==> config.mk <==
export PLATFORM = sky130hd
export DESIGN_NAME = cmp_share_sched_flat
export DESIGN_NICKNAME = d
export VERILOG_FILES = /design/src/rtl/cmp_share_sched_if.sv /design/src/rtl/cmp_share_sched.sv /design/src/flat_wrapper.sv
export SDC_FILE = /design/constraint.sdc
export NUM_CORES = 1
export LEC_CHECK = 0
export ABC_AREA = 1
export BUFFER_PORTS_ARGS = -buffer_cell sky130_fd_sc_hd__buf_2
export CAP_MARGIN = 20
export CELL_PAD_IN_SITES_DETAIL_PLACEMENT = 1
export CELL_PAD_IN_SITES_GLOBAL_PLACEMENT = 1
export CORE_MARGIN = 3
export CORE_UTILIZATION = 31
export CTS_BUF_LIST = sky130_fd_sc_hd__clkbuf_4 sky130_fd_sc_hd__clkbuf_8 sky130_fd_sc_hd__clkbuf_16
export DETAILED_ROUTE_END_ITERATION = 8
export GPL_ROUTABILITY_DRIVEN = 0
export HOLD_SLACK_MARGIN = 0.08
export PLACE_DENSITY_LB_ADDON = 0.3
export SYNTH_ARGS = -nofsm -noshare
export SYNTH_HDL_FRONTEND = slang
export SYNTH_SLANG_ARGS = --single-unit
==> constraint.sdc <==
create_clock -name clk -period 2.25 [get_ports clk]
set_clock_uncertainty 0.15 [all_clocks]
set_input_delay 0.3375 -clock clk [delete_from_list [all_inputs] [get_ports clk]]
set_output_delay 0.3375 -clock clk [all_outputs]
set_load 0.02 [all_outputs]
==> src/rtl/cmp_share_sched_if.sv <==
// Bundle between the requesters, the scheduler and the shared equality comparator.
// The scheduler takes the slave side; requesters plus comparator sit on the master side.
interface cmp_share_sched_if #(
  parameter int NREQ = 4,
  parameter int W    = 16
);
  logic [NREQ-1:0]   req;
  logic [NREQ*W-1:0] a_in;
  logic [NREQ*W-1:0] b_in;
  logic [W-1:0]      cmp_a;
  logic [W-1:0]      cmp_b;
  logic              cmp_eq;
  logic [NREQ-1:0]   done;
  logic [NREQ-1:0]   match;
  logic              busy;
  logic [NREQ-1:0]   grant;

  modport master (
    output req, a_in, b_in, cmp_eq,
    input  cmp_a, cmp_b, done, match, busy, grant
  );

  modport slave (
    input  req, a_in, b_in, cmp_eq,
    output cmp_a, cmp_b, done, match, busy, grant
  );
endinterface

==> src/rtl/cmp_share_sched.sv <==
// Round-robin scheduler sharing one external W-bit equality comparator among NREQ requesters.
// Two-state FSM: IDLE loads the chosen operands, EVAL samples cmp_eq and retires the grant.
module cmp_share_sched #(
  parameter int NREQ = 4,
  parameter int W    = 16
) (
  input logic              clk,
  input logic              rst_n,
  cmp_share_sched_if.slave bus
);
  localparam int PW = (NREQ > 1) ? $clog2(NREQ) : 1;

  typedef enum logic {ST_IDLE, ST_EVAL} state_t;

  state_t          r_state;
  logic [PW-1:0]   r_rr_ptr;
  logic [PW-1:0]   r_owner;
  logic [W-1:0]    r_cmp_a;
  logic [W-1:0]    r_cmp_b;
  logic [NREQ-1:0] r_done;
  logic [NREQ-1:0] r_match;
  logic [NREQ-1:0] r_grant;
  logic            r_busy;

  logic [NREQ-1:0] w_eligible;
  logic [W-1:0]    w_a_arr [NREQ];
  logic [W-1:0]    w_b_arr [NREQ];
  logic [PW-1:0]   w_scan  [NREQ];
  logic [NREQ-1:0] w_onehot;
  logic [PW-1:0]   w_pick;
  logic            w_found;

  // A requester whose done is showing this cycle may still be holding req; skip it once.
  assign w_eligible = bus.req & ~r_done;

  genvar gi;
  generate
    for (gi = 0; gi < NREQ; gi++) begin : g_slot
      assign w_a_arr[gi]  = bus.a_in[gi*W +: W];
      assign w_b_arr[gi]  = bus.b_in[gi*W +: W];
      assign w_scan[gi]   = (int'(r_rr_ptr) + gi >= NREQ) ? PW'(int'(r_rr_ptr) + gi - NREQ)
                                                          : PW'(int'(r_rr_ptr) + gi);
      assign w_onehot[gi] = (w_pick == PW'(gi));
    end
  endgenerate

  // Scan from the far end so the slot closest to rr_ptr is the one left standing.
  always_comb begin
    w_found = 1'b0;
    w_pick  = '0;
    for (int k = NREQ - 1; k >= 0; k--) begin
      if (w_eligible[w_scan[k]]) begin
        w_found = 1'b1;
        w_pick  = w_scan[k];
      end
    end
  end

  always_ff @(posedge clk) begin
    if (!rst_n) begin
      r_state  <= ST_IDLE;
      r_rr_ptr <= '0;
      r_owner  <= '0;
      r_cmp_a  <= '0;
      r_cmp_b  <= '0;
      r_done   <= '0;
      r_match  <= '0;
      r_grant  <= '0;
      r_busy   <= 1'b0;
    end else begin
      r_done <= '0;
      case (r_state)
        ST_IDLE: begin
          if (w_found) begin
            r_cmp_a <= w_a_arr[w_pick];
            r_cmp_b <= w_b_arr[w_pick];
            r_owner <= w_pick;
            r_grant <= w_onehot;
            r_busy  <= 1'b1;
            r_state <= ST_EVAL;
          end
        end
        ST_EVAL: begin
          // A withdrawn request is dropped silently and keeps its place in the rotation.
          if (bus.req[r_owner]) begin
            r_done           <= r_grant;
            r_match[r_owner] <= bus.cmp_eq;
            r_rr_ptr         <= (r_owner == PW'(NREQ - 1)) ? '0 : r_owner + 1'b1;
          end
          r_grant <= '0;
          r_busy  <= 1'b0;
          r_state <= ST_IDLE;
        end
      endcase
    end
  end

  assign bus.cmp_a = r_cmp_a;
  assign bus.cmp_b = r_cmp_b;
  assign bus.done  = r_done;
  assign bus.match = r_match;
  assign bus.grant = r_grant;
  assign bus.busy  = r_busy;
endmodule
==> src/flat_wrapper.sv <==
// flat-port wrapper written by rule: the top's interface ports become plain ports
module cmp_share_sched_flat 
#(
  parameter int NREQ = 4,
  parameter int W    = 16
)
  (clk, rst_n, bus_req, bus_a_in, bus_b_in, bus_cmp_eq, bus_cmp_a, bus_cmp_b, bus_done, bus_match, bus_busy, bus_grant);
  cmp_share_sched_if #(.NREQ(NREQ), .W(W)) bus_i ();
  input logic clk;
  input logic rst_n;
  input wire logic [$bits(bus_i.req)-1:0] bus_req;
  input wire logic [$bits(bus_i.a_in)-1:0] bus_a_in;
  input wire logic [$bits(bus_i.b_in)-1:0] bus_b_in;
  input wire logic [$bits(bus_i.cmp_eq)-1:0] bus_cmp_eq;
  output wire logic [$bits(bus_i.cmp_a)-1:0] bus_cmp_a;
  output wire logic [$bits(bus_i.cmp_b)-1:0] bus_cmp_b;
  output wire logic [$bits(bus_i.done)-1:0] bus_done;
  output wire logic [$bits(bus_i.match)-1:0] bus_match;
  output wire logic [$bits(bus_i.busy)-1:0] bus_busy;
  output wire logic [$bits(bus_i.grant)-1:0] bus_grant;
  assign bus_i.req = bus_req;
  assign bus_i.a_in = bus_a_in;
  assign bus_i.b_in = bus_b_in;
  assign bus_i.cmp_eq = bus_cmp_eq;
  assign bus_cmp_a = bus_i.cmp_a;
  assign bus_cmp_b = bus_i.cmp_b;
  assign bus_done = bus_i.done;
  assign bus_match = bus_i.match;
  assign bus_busy = bus_i.busy;
  assign bus_grant = bus_i.grant;
  cmp_share_sched #(.NREQ(NREQ), .W(W)) u_core (.clk(clk), .rst_n(rst_n), .bus(bus_i));
endmodule
== After elaboration in Yosys (flattened, before gate mapping) ==
Index checks and enable logic that the tools add are counted.

* Register bits after elaboration: 50
* Input port bits: 135
* Memories kept: 0
* Bits in latches: 0
* Logic and storage cells: 80
* ROM bits: 0
* Bits in writable memories: 0
* Output and inout bits: 45

* Multiply operators: 0
* Multiplexer cells: 38
* Divide/modulo/power cells: 0
* Shifts and indexed selects: 0
* Reduce and logical (&&, ||, !) cells: 5
* Add/subtract/negate cells: 8
* Order comparisons: 11
* Equality and inequality tests: 5
* Bitwise gates (word level): 4

{| class="wikitable"
|+ Operators by type and width
! kind !! number
|-
| $bmux 16 s2 || 2
|-
| $mux 16 || 4
|-
| $mux 2 || 9
|-
| $lt 2x3->1 const B || 5
|-
| $ge 3x3->1 const B || 4
|-
| $mux 1 || 12
|-
| $bmux 1 s2 || 5
|-
| $pmux 4 s2 || 1
|-
| $sub 2x1->2 const B || 4
|-
| $add 2x2->3 const B || 2
|-
| $eq 2x2->1 const B || 3
|-
| $and 4x4->4 || 1
|-
| $bwmux 4 || 1
|-
| $mux 4 || 1
|-
| $not 4->4 || 1
|-
| $pmux 1 s2 || 2
|-
| $reduce_and 2->1 || 2
|-
| $add 2x1->3 const B || 1
|-
| $ge 2x3->1 const B || 1
|-
| $not 2->3 || 1
|-
| $reduce_and 3->1 || 1
|-
| $add 2x1->2 const B || 1
|-
| $demux 1 s2 || 1
|-
| $eq 2x1->1 const B || 1
|-
| other kinds (5) || 5
|}

== Depth between registers and ports, before layout ==
Gate-level depths: netlist of the first run.

* Word-level depth: 13
* Mapped depth: 17
* Depth with buffers taken out: 15

== Worst setup path after synthesis of the first run ==
Ideal clock, no wire load.

* Path kind: register to register
* Start: reg u_core.r_rr_ptr[0]
* End: reg u_core.r_cmp_a[0], in the netlist u_core.bus.cmp_a[0]
* Setup slack: 0.318 ns
* Setup time: 0.115 ns
* Stages on the path, launching flop included: 18
* Arrival: 1.667 ns
* Period minus slack after synthesis: 1.932 ns
* Required time: 1.985 ns
* Buffers on the path: 3
* Path through: dfxtp_1 buf_6 inv_4 nand2_1 nand2_2 inv_2 nand2_2 nand2_2 nand2_2 nand2_2 nand2_4 nand2_8 buf_8 buf_12 nand3_2 nand2_1 nor2_1 nor2_1

* Longest elaborated chain between the ends: 13
* Elaborated cells between the ends (all ways): 36
* Those cells by class: 7 x add/sub; 4 x order compare; 23 x mux; 1 x bitwise; 1 x reduce/logical

{| class="wikitable"
|+ RTL lines
! element !! RTL line !! source
|-
| start: declaration || cmp_share_sched.sv:16 || <nowiki>logic [PW-1:0] r_rr_ptr;</nowiki>
|-
| start signal: assignment || cmp_share_sched.sv:88 || <nowiki>r_rr_ptr <= (r_owner == PW'(NREQ - 1)) ? '0 : r_owner + 1'b1;</nowiki>
|-
| $add 2x2->3 || cmp_share_sched.sv:41 || <nowiki>assign w_scan[gi] = (int'(r_rr_ptr) + gi >= NREQ) ? PW'(int'(r_rr_ptr) + gi - NREQ)</nowiki>
|-
| $ge 3x3->1 / $sub 2x1->2 (equally long branches) || cmp_share_sched.sv:41 ||
|-
| $mux 2 || cmp_share_sched.sv:41 ||
|-
| $bmux 1 s2 || cmp_share_sched.sv:52 || <nowiki>if (w_eligible[w_scan[k]]) begin</nowiki>
|-
| $mux 1 (not written as such) || cmp_share_sched.sv:52 ||
|-
| $mux 2 (4 in series) || cmp_share_sched.sv:52 ||
|-
| $not 2->3 (not written as such) || cmp_share_sched.sv:75 || <nowiki>r_cmp_a <= w_a_arr[w_pick];</nowiki>
|-
| $bmux 16 s2 || cmp_share_sched.sv:75 ||
|-
| $mux 16 (not written as such) (2 in series) || cmp_share_sched.sv:75 ||
|-
| end signal: assignment || cmp_share_sched.sv:75 ||
|-
| end: declaration || cmp_share_sched.sv:18 || <nowiki>logic [W-1:0] r_cmp_a;</nowiki>
|}

Several ways; a longest one is shown, not always the timed one. The select of a mux whose other input is x is not followed.
A chain may end at the register's enable or synchronous reset.

== Worst setup path after layout of the first run ==
* Start: reg u_core.r_rr_ptr[1]
* End: reg u_core.r_cmp_b[7], in the netlist u_core.bus.cmp_b[7]

* Longest elaborated chain between the ends: 13
* Elaborated cells between the ends (all ways): 36
* Those cells by class: 7 x add/sub; 4 x order compare; 23 x mux; 1 x bitwise; 1 x reduce/logical

{| class="wikitable"
|+ RTL lines
! element !! RTL line !! source
|-
| $add 2x2->3 || cmp_share_sched.sv:41 ||
|-
| $ge 3x3->1 / $sub 2x1->2 (equally long branches) || cmp_share_sched.sv:41 ||
|-
| $mux 2 || cmp_share_sched.sv:41 ||
|-
| $bmux 1 s2 || cmp_share_sched.sv:52 ||
|-
| $mux 1 (not written as such) || cmp_share_sched.sv:52 ||
|-
| $mux 2 (4 in series) || cmp_share_sched.sv:52 ||
|-
| $not 2->3 (not written as such) || cmp_share_sched.sv:76 || <nowiki>r_cmp_b <= w_b_arr[w_pick];</nowiki>
|-
| $bmux 16 s2 || cmp_share_sched.sv:76 ||
|-
| $mux 16 (not written as such) (2 in series) || cmp_share_sched.sv:76 ||
|-
| end signal: assignment || cmp_share_sched.sv:76 ||
|-
| end: declaration || cmp_share_sched.sv:19 || <nowiki>logic [W-1:0] r_cmp_b;</nowiki>
|}

Several ways; a longest one is shown, not always the timed one. The select of a mux whose other input is x is not followed.

==> results of run 1 <==
registers in the layout, summed over array words and instances, names as in the netlist:
name	cells
u_core.bus.done	4
u_core.bus.match	4
u_core.bus.grant	4
u_core.r_rr_ptr	2
u_core.r_state	1
u_core.r_owner	2
u_core.bus.cmp_b	16
u_core.bus.busy	1
u_core.bus.cmp_a	16
logic make-up (layout without fill, tap and decap cells):
group | Yosys count | after routing | share of synthesized area, %
AND/OR/NAND/NOR | 362 | 362 | 47.9
AO/OA/AOI/OAI | 52 | 52 | 7.17
flip-flops | 50 | 50 | 27.4
adder cells (fa/ha/maj) | 4 | 4 | 1.37
buffers and inverters | 121 | 299 | 16.2
stage by stage:
stage	area [um2]	total power [uW]	setup slack (ns)	hold slack (ns)
after floorplan	3650	5000	0.318	0.343
after global placement	4680	6110	0.170	0.295
after detailed placement	4680	6270	0.0178	0.295
after CTS	4830	7080	0.0985	0.193
after global routing	5040	8390	-0.00273	0.202
final	5040	7680	0.159	0.194
worst max-delay path, stage by stage (launching register included):
cell     delay [ns]
dfxtp_4        0.37
inv_2          0.08
nand2_1        0.07
nand2_2        0.10
inv_2          0.06
nand2_2        0.08
nand2_2        0.06
nor2_4         0.14
nor2_4         0.05
nand2_4        0.10
nand2_8        0.11
nor2_8         0.22
buf_12         0.16
nand2_1        0.05
nand2_1        0.07
nor2_1         0.05
nor2_1         0.08
where the power goes:
part / switching, uW / internal (uW) / total (uW) / leakage, uW
Combinational: 3300 / 2180 / 5490 / 0.00236
Sequential: 209 / 1220 / 1430 / 0.000416
Clock: 354 / 407 / 761 / 0.0000619
Yosys cell counts:
| cell | instances | area, um2 |
|---|---|---|
| nor2_8 | 1 | 20.0 |
| clkinv_1 | 3 | 11.3 |
| o21ai_1 | 1 | 5.00 |
| nand3_2 | 30 | 300 |
| a21oi_1 | 44 | 220 |
| ha_1 | 4 | 50.1 |
| dfxtp_1 | 50 | 1000 |
| nor2_1 | 73 | 274 |
| inv_4 | 1 | 6.26 |
| inv_1 | 79 | 297 |
| o22ai_1 | 1 | 6.26 |
| nand2_1 | 162 | 608 |
| buf_8 | 2 | 30.0 |
| buf_12 | 2 | 40.0 |
| inv_2 | 5 | 18.8 |
| buf_6 | 4 | 45.0 |
| nand4_1 | 2 | 12.5 |
| nand2_2 | 6 | 37.5 |
| nor2_4 | 2 | 22.5 |
| nand3_4 | 1 | 17.5 |
| o21ai_0 | 6 | 30.0 |
| nand2_8 | 1 | 20.0 |
| buf_2 | 17 | 85.1 |
| buf_4 | 7 | 52.6 |
| nand3_1 | 82 | 410 |
| nand2_4 | 2 | 22.5 |
| clkbuf_1 | 1 | 3.75 |
path summary, 6_finish.rpt:
check        slack [ns]                          endpoint  cells after the start                              from
max reg2reg        0.16  u_core.bus.cmp_b[7]$_SDFFE_PN0P_                     16   u_core.r_rr_ptr[1]$_SDFFE_PN0P_
min                0.19  u_core.bus.cmp_a[3]$_SDFFE_PN0P_                      5                      bus_a_in[35]
min reg2reg        0.30     u_core.bus.done[1]$_SDFF_PN0_                      2  u_core.bus.grant[1]$_SDFFE_PN0P_
max                0.16  u_core.bus.cmp_b[7]$_SDFFE_PN0P_                     16   u_core.r_rr_ptr[1]$_SDFFE_PN0P_
timing repair:
item / in CTS / in global routing
pin swaps: 0 / 7
gates cloned: 0 / 4
gates resized for setup: 1 / 17
setup buffers: 0 / 3
setup endpoints to repair: 1 / 32
layout make-up:
class	instances	area [um2]
Fill cell	1560	6130
Multi-Input combinational cell	418	2090
Timing Repair Buffer	204	1300
Sequential cell	50	1010
Inverter	88	335
Tap cell	140	175
Clock buffer	5	125
Clock inverter	2	15.0
per-layer routing:
metal | GRT usage (%) | up-vias
met2 | 35.7 | 125
met5 | 0 | -
met1 | 23.8 | 2027
met3 | 3.75 | 20
li1 | - | 2183
met4 | 6.02 | 0
==> run metrics, run 1 <==
Routed Antenna Nets 0; syn avg cell area 6.19 um2; initial core utilization 32.6%; Reg clk slew, reported paths 0.07 ns; gr usage total 19.9%; fin cells 907; Nets 906; chip height 114 um; WP data required 2.33 ns; Final Util 45.1%; min-delay worst type in2reg; Power Density 1520 mW/mm2; Max VDD drop 590 uV; drt pass-1 iters 4; commonest cells after routing, fill and taps aside buf_2 (179), nand2_1 (154), nand3_1 (82), inv_1 (79), nor2_1 (73); number of buffers added on ports 179; CP Launch Type flip-flop; CTS Hold Bufs 0; first-pass GRT wire length 21.2 mm; Seq/Total Area, Yosys 27.4%; CTS Sinks 50; Highest Signal Layer met4; Hold Vio Cnt, Final 0; Initial DRC Count 108; Ant. Diodes 0; largest net degree at the start of global routing 41; DIE WIDTH 114 um; Fmax achieved 0.478 GHz; Worst setup EP type flip-flop; Clk Latency, worst-skew pair 0.29 ns; outcome completed; Yosys reg bits 50; synth warn 0; Distinct cells, synth 27; site row count 38; htree depth 2; Final Setup Violations 0; root buffer cell clkbuf_16; total congestion overflow 0; syn nets 728; Post-Synthesis Cell Area 0.00365 mm2; CTS buffer count 5; WL per Instance 15.2 um; post-DR vias/cell 4.80; Leak Pwr 0.00284 uW; P&R area growth vs syn 38.3%; Final Cycle Share 92.9%; fin. max-slew vios 0; CP max FO 14; dpl cells 893; relative slew slack 72.4%; initial antenna violation count 0; met1 WL 5.84 mm; Post-DP HPWL 10.4 mm; via count 4355; setup TNS 0 ns; kind of critical path reg2reg; Syn Inst Count 589; met3 wire length 723 um; core outline area 0.0112 mm2; DRC violations left 0; share of cells above drive strength 1 35.2%; DR WL met2 6.97 mm; Worst Tran Pin Value 0.413 ns; arrival time worst endpoint 2.17 ns; min Tclk post-route 2.09 ns; CTS tree yes; most common cell after layout, fill and taps aside buf_2; final wirelength 13.8 mm; number of I/O pins 180; vias in the first global route 4463; die area 0.0131 mm2; Max Cap Violations 0; Clock Tree Buf Depth 2
Note: power is estimated with default switching activity, not from simulation.
==> inputs of run 2 (changes only) <==
--- a/config.mk
+++ b/config.mk
@@ -15,6 +15,7 @@
 export CTS_BUF_LIST = sky130_fd_sc_hd__clkbuf_4 sky130_fd_sc_hd__clkbuf_8 sky130_fd_sc_hd__clkbuf_16
 export DETAILED_ROUTE_END_ITERATION = 8
 export GPL_ROUTABILITY_DRIVEN = 0
+export GPL_TIMING_DRIVEN = 0
 export HOLD_SLACK_MARGIN = 0.08
 export PLACE_DENSITY_LB_ADDON = 0.3
 export SYNTH_ARGS = -nofsm -noshare
==> constraint.sdc (replaced) <==
create_clock -name clk -period 2.3 [get_ports clk]
set_clock_uncertainty 0.15 [all_clocks]
set_input_delay 0.345 -clock clk [delete_from_list [all_inputs] [get_ports clk]]
set_output_delay 0.345 -clock clk [all_outputs]
set_load 0.02 [all_outputs]
==> run 2 against run 1 <==
  * Maximum frequency decreased by 5.9%
  * Largest power group unchanged
  * Critical path type unchanged
  * Largest cell class unchanged
  * Worst hold slack improved by 0.012 ns
  * Core utilization increased by 1.2 points
==> run metrics, run 2 (synthesis results as in run 1) <==
CP max-delay cell dfxtp_2; cell depth of the worst flop-to-flop path 17; total congestion overflow 0; footprint of the multi-input gates 0.00212 mm2; site row count 38; CTS tree yes; chip height 114 um; vias in the first global route 4601; htree depth 2; clock power share 10.9%; Seq pwr share 17.2%; P&R area growth vs syn 41.8%; WP data required 2.34 ns; core outline area 0.0112 mm2; register area 0.00100 mm2; Total Power 8060 uW; final wirelength 15.3 mm; initial antenna violation count 0; first-pass GRT wire length 22.7 mm; Leak Pwr 0.00291 uW; worst-path cell chain buf_8 -> inv_6 -> nand3_2 -> nand2_2 -> nand2_2 -> nand2_1 -> inv_2 -> nand2_4 -> nand2_2 -> nand2_8 -> nand2_8 -> buf_12 -> clkbuf_16 -> nand3_2 -> nand2_1 -> nor2_1 -> nor2_1; kind of critical path reg2reg; CTS Sinks 50; drt pass-1 iters 4; min Tclk post-route 2.22 ns; Clock Tree Buf Depth 2; Fmax achieved 0.450 GHz; dpl cells 907; Initial DRC Count 207; Reg clk slew, reported paths 0.07 ns; root buffer cell clkbuf_16; DIE WIDTH 114 um; Clk Latency, worst-skew pair 0.30 ns; Buf/Inv on CP 5; CP max FO 8; Ant. Diodes 0; Post-DP HPWL 11.5 mm; internal power 4010 uW; Power Density 1560 mW/mm2; Hold Vio Cnt, Final 0; largest net degree at the start of global routing 15; number of buffers added on ports 178; share of cells above drive strength 1 37.2%; Sw Ratio 50.3%; Max Cap Violations 0; CTS Hold Bufs 0; CP peak stage delay 0.33 ns; most common cell after layout, fill and taps aside buf_2; via count 4449; CP Launch Type flip-flop; met3 Use GR 3.07%; number of I/O pins 180; power share of the combinational group 71.9%; DRC violations left 0; switching power 4050 uW; CTS buffer count 5; CP Depth 17; post-DR vias/cell 4.81; Filler cells 1547; global-route layer with the greatest usage met2; fin. max-slew vios 0; Fin Hold WS 0.207 ns; Setup WS post-layout 0.0774 ns; Max VDD drop 511 uV; commonest cells after routing, fill and taps aside buf_2 (185), nand2_1 (153), nand3_1 (82), inv_1 (79), nor2_1 (68); met2 usage 39.4%; fin cells 924; Final Setup Violations 0; Setup WS pre-CTS -0.0342 ns; Final Cycle Share 96.6%; Nets 923; min-delay worst type in2reg; CP most frequent cell nand2_2; Worst Tran Pin Value 0.524 ns; hold path cells 5; arrival time worst endpoint 2.26 ns; die area 0.0131 mm2; Worst setup EP type flip-flop; WL per Instance 16.5 um; relative slew slack 65.0%; Routed Antenna Nets 0; M1 GR Usage 27.2%; outcome completed; gr usage total 21.8%; crit-path leading delay family simple AND/OR/NAND/NOR gates; unrepaired setup endpoints after global routing yes; initial core utilization 32.6%
-- run 2: power by group through the flow --
stage	sequential, uW	clock, uW	combinational (uW)
after floorplan	1710	0	3190
after global placement	1380	0	4790
after detailed placement	1400	0	4950
after CTS	1380	895	4980
after global routing	1420	927	6390
final	1380	879	5790
-- run 2: stage by stage --
stage	instance area (um2)	TNS [ns]	util, %
after floorplan	3650	0	-
after CTS	4880	0	43.7
after global placement	4710	0	42.2
after detailed placement	4710	-0.167	42.2
after global routing	5170	-0.729	46.3
final	5170	0	46.3
-- run 2: tightest hold or removal path, delay by kind of cell --
kind          cells  cell delay (ns)
simple gates      4             0.19
buf+inv           1             0.08
-- run 2: timing repair --
action                     4_1_cts  5_1_grt
gates resized for setup          0       48
setup buffers                    0        5
setup endpoints to repair        0       35
-- run 2: path summary, 6_finish.rpt --
kind | from | end | slack, ns
max | u_core.r_rr_ptr[0]$_SDFFE_PN0P_ | u_core.bus.cmp_b[4]$_SDFFE_PN0P_ | 0.08
min | bus_a_in[32] | u_core.bus.cmp_a[0]$_SDFFE_PN0P_ | 0.21
max reg2reg | u_core.r_rr_ptr[0]$_SDFFE_PN0P_ | u_core.bus.cmp_b[4]$_SDFFE_PN0P_ | 0.08
min reg2reg | u_core.bus.grant[3]$_SDFFE_PN0P_ | u_core.bus.done[3]$_SDFF_PN0_ | 0.30
-- run 2: routing by layer --
metal | wire [um] | up-vias | share of wire [%]
met2 | 7640 | 138 | 50
met1 | 6510 | 2071 | 43
li1 | - | 2224 | -
met5 | 0 | - | 0
met4 | 242 | 0 | 1.6
met3 | 864 | 16 | 5.7
-- run 2: cell type report --
class                           instances  share of cell area [%]
Buffer                                 33                    6.22
Inverter                               88                    6.60
Multi-Input combinational cell        419                    41.0
Tap cell                              140                    3.39
Timing Repair Buffer                  187                    20.1
Clock inverter                          1                   0.581
Clock buffer                            6                    2.69
Sequential cell                        50                    19.4
